File: src/rtl/comb_bist_ctrl_if.sv
// Bus bundle between the BIST sequencer and its host.
// The host side also loops the circuit outputs back in on dut_f.
interface comb_bist_ctrl_if #(
  parameter int unsigned N_IN  = 4,
  parameter int unsigned N_OUT = 5
);
  logic              start;
  logic              abort;
  logic [15:0]       golden_sig;
  logic [N_IN-1:0]   dut_x;
  logic [N_OUT-1:0]  dut_f;
  logic              busy;
  logic              done;
  logic              pass;
  logic              fail;
  logic [15:0]       signature;
  logic [N_IN:0]     vec_count;

  modport master (
    output start, abort, golden_sig, dut_f,
    input  dut_x, busy, done, pass, fail, signature, vec_count
  );

  modport slave (
    input  start, abort, golden_sig, dut_f,
    output dut_x, busy, done, pass, fail, signature, vec_count
  );
endinterface

File: src/rtl/comb_bist_ctrl.sv
// Exhaustive-stimulus BIST sequencer: sweeps every input vector of a small
// combinational circuit, folds the responses into a 16-bit MISR, checks it.
module comb_bist_ctrl #(
  parameter int unsigned N_IN       = 4,
  parameter int unsigned N_OUT      = 5,
  parameter int unsigned SETTLE_CYC = 1,
  parameter logic [15:0] SIG_SEED   = 16'hFFFF,
  parameter logic [15:0] SIG_POLY   = 16'h1021
) (
  input  logic             clk,
  input  logic             rst_n,
  comb_bist_ctrl_if.slave  bus
);

  localparam int unsigned CNT_W = (SETTLE_CYC > 1) ? $clog2(SETTLE_CYC) : 1;
  localparam int unsigned VC_W  = N_IN + 1;
  localparam logic [CNT_W-1:0] CNT_LOAD = CNT_W'(SETTLE_CYC - 1);
  localparam logic [N_IN-1:0]  X_ONE    = N_IN'(1);
  localparam logic [VC_W-1:0]  VC_ONE   = VC_W'(1);

  typedef enum logic [1:0] {IDLE, SETTLE, CAPTURE} state_t;

  state_t            state_q, state_d;
  logic [CNT_W-1:0]  cnt_q;
  logic [N_IN-1:0]   x_q;
  logic [15:0]       sig_q;
  logic [VC_W-1:0]   vc_q;
  logic              done_q, pass_q, fail_q;
  logic [15:0]       f_ext;
  logic [15:0]       sig_next;
  logic              last_vec;

  always_comb begin
    f_ext = '0;
    f_ext[N_OUT-1:0] = bus.dut_f;
  end

  assign sig_next = {sig_q[14:0], 1'b0} ^ (sig_q[15] ? SIG_POLY : 16'h0000) ^ f_ext;
  assign last_vec = (x_q == '1);

  always_ff @(posedge clk or negedge rst_n) begin
    if (!rst_n) state_q <= IDLE;
    else        state_q <= state_d;
  end

  always_comb begin
    state_d = state_q;
    if (bus.abort) begin
      state_d = IDLE;
    end else begin
      unique case (state_q)
        IDLE:    if (bus.start) state_d = SETTLE;
        SETTLE:  if (cnt_q == '0) state_d = CAPTURE;
        CAPTURE: state_d = last_vec ? IDLE : SETTLE;
        default: state_d = IDLE;
      endcase
    end
  end

  // Abort leaves signature and vec_count untouched so a cancelled sweep can be inspected.
  always_ff @(posedge clk or negedge rst_n) begin
    if (!rst_n) begin
      cnt_q  <= '0;
      x_q    <= '0;
      sig_q  <= '0;
      vc_q   <= '0;
      done_q <= 1'b0;
      pass_q <= 1'b0;
      fail_q <= 1'b0;
    end else begin
      done_q <= 1'b0;
      if (bus.abort) begin
        x_q    <= '0;
        pass_q <= 1'b0;
        fail_q <= 1'b0;
      end else begin
        unique case (state_q)
          IDLE: begin
            if (bus.start) begin
              x_q    <= '0;
              sig_q  <= SIG_SEED;
              vc_q   <= '0;
              pass_q <= 1'b0;
              fail_q <= 1'b0;
              cnt_q  <= CNT_LOAD;
            end
          end
          SETTLE: begin
            if (cnt_q != '0) cnt_q <= cnt_q - CNT_W'(1);
          end
          CAPTURE: begin
            sig_q <= sig_next;
            vc_q  <= vc_q + VC_ONE;
            if (!last_vec) begin
              x_q   <= x_q + X_ONE;
              cnt_q <= CNT_LOAD;
            end else begin
              done_q <= 1'b1;
              pass_q <= (sig_next == bus.golden_sig);
              fail_q <= (sig_next != bus.golden_sig);
            end
          end
          default: ;
        endcase
      end
    end
  end

  always_comb begin
    bus.busy      = (state_q != IDLE);
    bus.dut_x     = x_q;
    bus.done      = done_q;
    bus.pass      = pass_q;
    bus.fail      = fail_q;
    bus.signature = sig_q;
    bus.vec_count = vc_q;
  end

endmodule

File: src/flat_wrapper.sv
// flat-port wrapper written by rule: the top's interface ports become plain ports
module comb_bist_ctrl_flat 
#(
  parameter int unsigned N_IN       = 4,
  parameter int unsigned N_OUT      = 5,
  parameter int unsigned SETTLE_CYC = 1,
  parameter logic [15:0] SIG_SEED   = 16'hFFFF,
  parameter logic [15:0] SIG_POLY   = 16'h1021
)
  (clk, rst_n, bus_start, bus_abort, bus_golden_sig, bus_dut_f, bus_dut_x, bus_busy, bus_done, bus_pass, bus_fail, bus_signature, bus_vec_count);
  comb_bist_ctrl_if #(.N_IN(N_IN), .N_OUT(N_OUT)) bus_i ();
  input  logic clk;
  input  logic rst_n;
  input wire logic [$bits(bus_i.start)-1:0] bus_start;
  input wire logic [$bits(bus_i.abort)-1:0] bus_abort;
  input wire logic [$bits(bus_i.golden_sig)-1:0] bus_golden_sig;
  input wire logic [$bits(bus_i.dut_f)-1:0] bus_dut_f;
  output wire logic [$bits(bus_i.dut_x)-1:0] bus_dut_x;
  output wire logic [$bits(bus_i.busy)-1:0] bus_busy;
  output wire logic [$bits(bus_i.done)-1:0] bus_done;
  output wire logic [$bits(bus_i.pass)-1:0] bus_pass;
  output wire logic [$bits(bus_i.fail)-1:0] bus_fail;
  output wire logic [$bits(bus_i.signature)-1:0] bus_signature;
  output wire logic [$bits(bus_i.vec_count)-1:0] bus_vec_count;
  assign bus_i.start = bus_start;
  assign bus_i.abort = bus_abort;
  assign bus_i.golden_sig = bus_golden_sig;
  assign bus_i.dut_f = bus_dut_f;
  assign bus_dut_x = bus_i.dut_x;
  assign bus_busy = bus_i.busy;
  assign bus_done = bus_i.done;
  assign bus_pass = bus_i.pass;
  assign bus_fail = bus_i.fail;
  assign bus_signature = bus_i.signature;
  assign bus_vec_count = bus_i.vec_count;
  comb_bist_ctrl #(.N_IN(N_IN), .N_OUT(N_OUT), .SETTLE_CYC(SETTLE_CYC), .SIG_SEED(SIG_SEED), .SIG_POLY(SIG_POLY)) u_core (.clk(clk), .rst_n(rst_n), .bus(bus_i));
endmodule
File: config.mk
export PLATFORM = sky130hd
export DESIGN_NAME = comb_bist_ctrl_flat
export DESIGN_NICKNAME = d
export VERILOG_FILES = /design/src/rtl/comb_bist_ctrl_if.sv /design/src/rtl/comb_bist_ctrl.sv /design/src/flat_wrapper.sv
export SDC_FILE = /design/constraint.sdc
export NUM_CORES = 1
export LEC_CHECK = 0
export BUFFER_PORTS_ARGS = -buffer_cell sky130_fd_sc_hd__clkbuf_2
export CAP_MARGIN = 0
export CORE_MARGIN = 5
export CORE_UTILIZATION = 43
export CTS_BUF_LIST = sky130_fd_sc_hd__clkbuf_16
export DETAILED_ROUTE_END_ITERATION = 8
export HOLD_SLACK_MARGIN = 0.12
export PLACE_DENSITY = 0.77
export SYNTH_ARGS = -nofsm -noshare
export SYNTH_HDL_FRONTEND = slang
export SYNTH_SLANG_ARGS = --single-unit
File: constraint.sdc
create_clock -name clk -period 1.9 [get_ports clk]
set_input_delay 0.19 -clock clk [delete_from_list [all_inputs] [get_ports clk]]
set_output_delay 0.19 -clock clk [all_outputs]
set_load 0.01 [all_outputs]
After elaboration in Yosys (flattened, before gate mapping)

Cells that the tools add are included.

$add $sub $neg: 3
Equal/unequal tests: 11
Bitwise logic cells: 3
Reduce and logical (&&, ||, !) cells: 10
Mux-type cells: 27

Operator list:

| cell                                                           | number |
|---|---|
| 16-bit case mux with 2 select lines                            | 1 |
| 16-bit equality test                                           | 1 |
| 16-bit 2-to-1 mux                                              | 1 |
| 16-bit != test                                                 | 1 |
| 16-bit bitwise XOR                                             | 1 |
| 16-bit by 5-bit bitwise XOR with 16-bit output                 | 1 |
| 13-bit 2-to-1 mux                                              | 1 |
| 4-bit 2-to-1 mux                                               | 3 |
| 1-bit 2-to-1 mux                                               | 11 |
| 5-bit case mux with 2 select lines                             | 1 |
| 3-bit != test (second input constant)                          | 3 |
| 3-bit AND reduction                                            | 3 |
| 4-bit case mux with 2 select lines                             | 1 |
| 2-bit 2-to-1 mux                                               | 3 |
| 2-bit case mux with 3 select lines                             | 1 |
| 3-bit nonzero test                                             | 2 |
| 5-bit by 1-bit adder with 5-bit output (second input constant) | 1 |
| 5-bit 2-to-1 mux                                               | 1 |
| 4-bit by 1-bit adder with 4-bit output (second input constant) | 1 |
| 4-bit equality test (second input constant)                    | 1 |
| 2-bit != test (second input constant)                          | 2 |
| 1-bit case mux with 2 select lines                             | 2 |
| 4-bit AND reduction                                            | 1 |
| 2-bit nonzero test                                             | 2 |
| other kinds (8)                                                | 8 |

Output and inout port bits: 29
Logic and storage cells: 62
Bits in registers: 31
Input port bits: 25

Depth between registers and ports, before layout

Word-level depth: 7
Depth in mapped cells: 7
Gate-level depth less buffers: 6

Worst setup path after synthesis

OpenSTA, ideal clock, no wires.

Path type: reg2reg
Start point: reg u_core.sig_q[15] (netlist: u_core.bus.signature[15])
End point: reg u_core.fail_q (netlist: u_core.bus.fail)
Period minus slack after synthesis: 1782 ps
Path slack: 118 ps
Stages on the path, launching flop included: 7
Setup time: 121 ps
Arrival time: 1661 ps
Buffers on the path: 1
Cells stage by stage: dfrtp_1 buf_6 xnor2_2 xor2_1 nand4_1 or4_1 a22o_1

Cells in the longest elaborated chain, start to end: 7

RTL lines:

| what                                           | line                  | source |
|---|---|---|
| start: declaration                             | comb_bist_ctrl.sv:26  | `logic [15:0] sig_q;` |
| start signal: assignment                       | comb_bist_ctrl.sv:92  | `sig_q <= sig_next;` |
| 13-bit 2-to-1 mux                              | comb_bist_ctrl.sv:38  | `assign sig_next = {sig_q[14:0], 1'b0} ^ (sig_q[15] ? SIG_POLY : 16'h0000) ^ f_ext;` |
| 16-bit bitwise XOR                             | comb_bist_ctrl.sv:38  |  |
| 16-bit by 5-bit bitwise XOR with 16-bit output | comb_bist_ctrl.sv:38  |  |
| 16-bit != test                                 | comb_bist_ctrl.sv:100 | `fail_q <= (sig_next != bus.golden_sig);` |
| 1-bit 2-to-1 mux                               | comb_bist_ctrl.sv:94  | `if (!last_vec) begin` |
| 1-bit case mux with 2 select lines             | comb_bist_ctrl.sv:77  | `unique case (state_q)` |
| 1-bit 2-to-1 mux                               | comb_bist_ctrl.sv:72  | `if (bus.abort) begin` |
| end signal: assignment                         | comb_bist_ctrl.sv:100 |  |
| end: declaration                               | comb_bist_ctrl.sv:28  | `logic done_q, pass_q, fail_q;` |

No other way between the ends. The select of a mux whose other input is x is not followed.
A chain may end at the register's enable or synchronous reset.

Final worst setup path

Start point: reg u_core.sig_q[2] (netlist: u_core.bus.signature[2])
End point: reg u_core.fail_q (netlist: u_core.bus.fail)

Cells in the longest elaborated chain, start to end: 6

RTL lines:

| what                                           | line |
|---|---|
| 16-bit bitwise XOR                             | comb_bist_ctrl.sv:38 |
| 16-bit by 5-bit bitwise XOR with 16-bit output | comb_bist_ctrl.sv:38 |
| 16-bit != test                                 | comb_bist_ctrl.sv:100 |
| 1-bit 2-to-1 mux                               | comb_bist_ctrl.sv:94 |
| 1-bit case mux with 2 select lines             | comb_bist_ctrl.sv:77 |
| 1-bit 2-to-1 mux                               | comb_bist_ctrl.sv:72 |

No other way between the ends. The select of a mux whose other input is x is not followed.

==> qor.txt <==
Skew-Pair Late Insertion Delay -> 0.28 ns
Synth Area in Simple Gates -> 0.162
P_leak -> 0.999 nW
Pwr Total -> 1.91 mW
Num CTS Buffers -> 5
Placer Congestion -> 0.794
FFs w/ async S/R, synth -> 1.00
most common library cells after synthesis -> dfrtp_1, nand2_1, nor2_1
remaining routing DRC violations -> 0
VDD IR max -> 0.000471 V
fraction of layout cells with a size suffix above 1 -> 0.351
Layout Nets -> 237
GR Overflow Total -> 0
I/O Pins -> 54
Final WS setup -> 0.0755 ns
gr usage total -> 0.168
top-area cell type share of the netlist area -> 0.496
top-count cell post-synth -> dfrtp_1
Worst-Margin Slew -> 0.743 ns
RSZ-0062 raised after global routing -> false
YS warnings -> 0
dominant synthesized flop cell -> dfrtp_1
first-pass GRT wire length -> 6.35 mm
WHS Endpoint -> u_core.state_q[1]
sequential fraction of the synthesis area -> 0.496
hpwl dp -> 2.74 mm
Reg clk slew, reported paths -> 0.05 ns
starting density of the core -> 0.450
core area -> 3360 um^2
setup bufs post-CTS -> 0
mux cell area share after synthesis -> 0.0149
drt initial violations -> 82
Die Ht -> 69.3 um
Total Die Area -> 4800 um^2
Synth Area in XOR/XNOR -> 0.148
initial antenna violation count -> 0
main combinational cell family by area after synthesis -> simple AND/OR/NAND/NOR gates
Slew HR -> 0.505
crit path kind -> reg -> reg
reg2reg start -> u_core.bus.signature[2]
# clock sinks -> 30
reg2reg end -> u_core.bus.fail
clk_skew -> 0.00544 ns
fill cell count -> 337
Hold WC Path Type -> in -> reg
Seq cells post-synth -> 30
Crit. End Element -> flop
PwrDens -> 959 nW/um^2
crit path time final -> 1.82 ns
Final Max Tran Viols -> 0
Reg2Reg Depth -> 5
total wire length -> 3.66 mm
Post-Syn Area per Cell -> 10.0 um^2
Netlist cell types -> 33
row cnt -> 21
CTS root buf -> clkbuf_16
WHS -> 0.182 ns
endpoints failing setup -> 0
H-tree Lvls -> 2
pre-CTS setup slack -> 0.0437 ns
pin count of the biggest net entering global routing -> 31
synthesis-to-layout area growth -> 31.8%
Final period util -> 0.960
r2r setup slk -> 0.08 ns
CTS tree -> yes
final core occ -> 0.593
Via-to-Cell Ratio -> 5.16
ANT cells -> 0
vias in the first global route -> 1,334
Antenna Nets Post-Route -> 0
Worst Path Max Fanout -> 3
setup_tns -> 0 ns
DRT Pass-1 Iters -> 4
WP data arrival -> 1.98 ns
critical path required time -> 2.06 ns
total number of vias -> 1,326
hold_sp -> bus_abort
Final Hold Vio Count -> 0
top cells by area, synth -> dfrtp_1, xnor2_1, nand2_1
Max Cap Viol -> 0
FMAX -> 548 MHz
die width -> 69.3 um
Synth area leader -> dfrtp_1
cells after synthesis -> 151
Syn Nets -> 178
Min-Delay Path Depth -> 2
compound-gate portion of the synthesized area -> 0.140
Avg WL per Cell -> 14.2 um
IO buf count -> 53
Synth Area in Adders -> 0.0165
Synth Cell Area -> 1510 um^2
outcome -> complete, no violations
Post-synth EDFFs -> 0
startpoint types -> flop
CTS Buffer Depth -> 2
[kinds of logic (layout without fill, tap and decap cells)]
logic type                 Yosys count  in the layout
and+or+nand+nor                     53             53
adders and majority gates            2              2
xor gates and xnor gates            23             23
muxes                                2              2
DFF                                 30             30
AOI/OAI and AO/OA                   34             34
buffers and inverters                7             67
[power by group]
group	switching, mW	total, mW	internal, mW
Sequential	0.0796	0.787	0.707
Clock	0.270	0.742	0.472
Combinational	0.203	0.382	0.179
Total	0.552	1.91	1.36
[critical path: stages, from the launching register on]
cell and delay (ns):
dfrtp_1 0.40, xnor2_1 0.29, xor2_2 0.16, nand4_1 0.11, or4_4 0.55, a22o_1 0.20
[state kept, by name (all words and copies together), names as in the netlist]
register              flops
u_core.bus.done           1
u_core.bus.dut_x          4
u_core.bus.fail           1
u_core.bus.pass           1
u_core.bus.signature     16
u_core.bus.vec_count      5
u_core.state_q            2
[how the worst max path moves through the flow]
stage | from | endpoint | slack [ns] | cells past startpoint
after floorplan | u_core.bus.signature[15] | u_core.bus.fail | 0.12 | 6
after global placement | u_core.bus.signature[13] | u_core.bus.fail | 0.11 | 5
after detailed placement | u_core.bus.signature[13] | u_core.bus.fail | 0.04 | 5
after CTS | u_core.bus.signature[13] | u_core.bus.fail | 0.03 | 5
after global routing | u_core.bus.signature[2] | u_core.bus.fail | 0.008 | 5
final | u_core.bus.signature[2] | u_core.bus.fail | 0.08 | 5
[per-layer routing]
layer  track usage  wire, um  vias to the layer above
met3        0.0725       270                        4
li1              -         -                      635
met4        0.0716        60                        0
met1         0.222      1670                      636
met2         0.236      1660                       51
met5             0         0                        -
[per-stage QoR]
stage | instance area (um^2) | std cells
final | 1990 | 257
after global routing | 1990 | 257
after CTS | 1980 | 257
after detailed placement | 1840 | 248
after global placement | 1840 | 248
after floorplan | 1510 | 151
[area by class of cell]
cell class,instances,area [um^2],share of cell area
Timing Repair Buffer,58,305,0.153
Inverter,1,3.75,0.00188
Clock buffer,5,125,0.0628
Tap cell,46,57.6,0.0289
Clock inverter,3,12.5,0.00628
Multi-Input combinational cell,114,738,0.370
Sequential cell,30,751,0.377
[cells in the final DEF (no fill, tap or decap), types with 3 or more instances in the layout]
cell and instances:
clkbuf_16 5, nand2_1 21, buf_4 4, a22o_1 6
xor2_1 9, clkbuf_2 53, dfrtp_1 30, nor3_1 3
xnor2_1 11, a21oi_1 10, nor2_1 13, o21ai_0 11
nand3_1 4
[repair_timing]
item	in CTS	in global routing
hold buffers	1	0
setup endpoints to repair	0	6
endpoints found under the hold margin	30	0
gates resized for setup	0	2
Note: power is estimated with default switching activity, not from simulation.
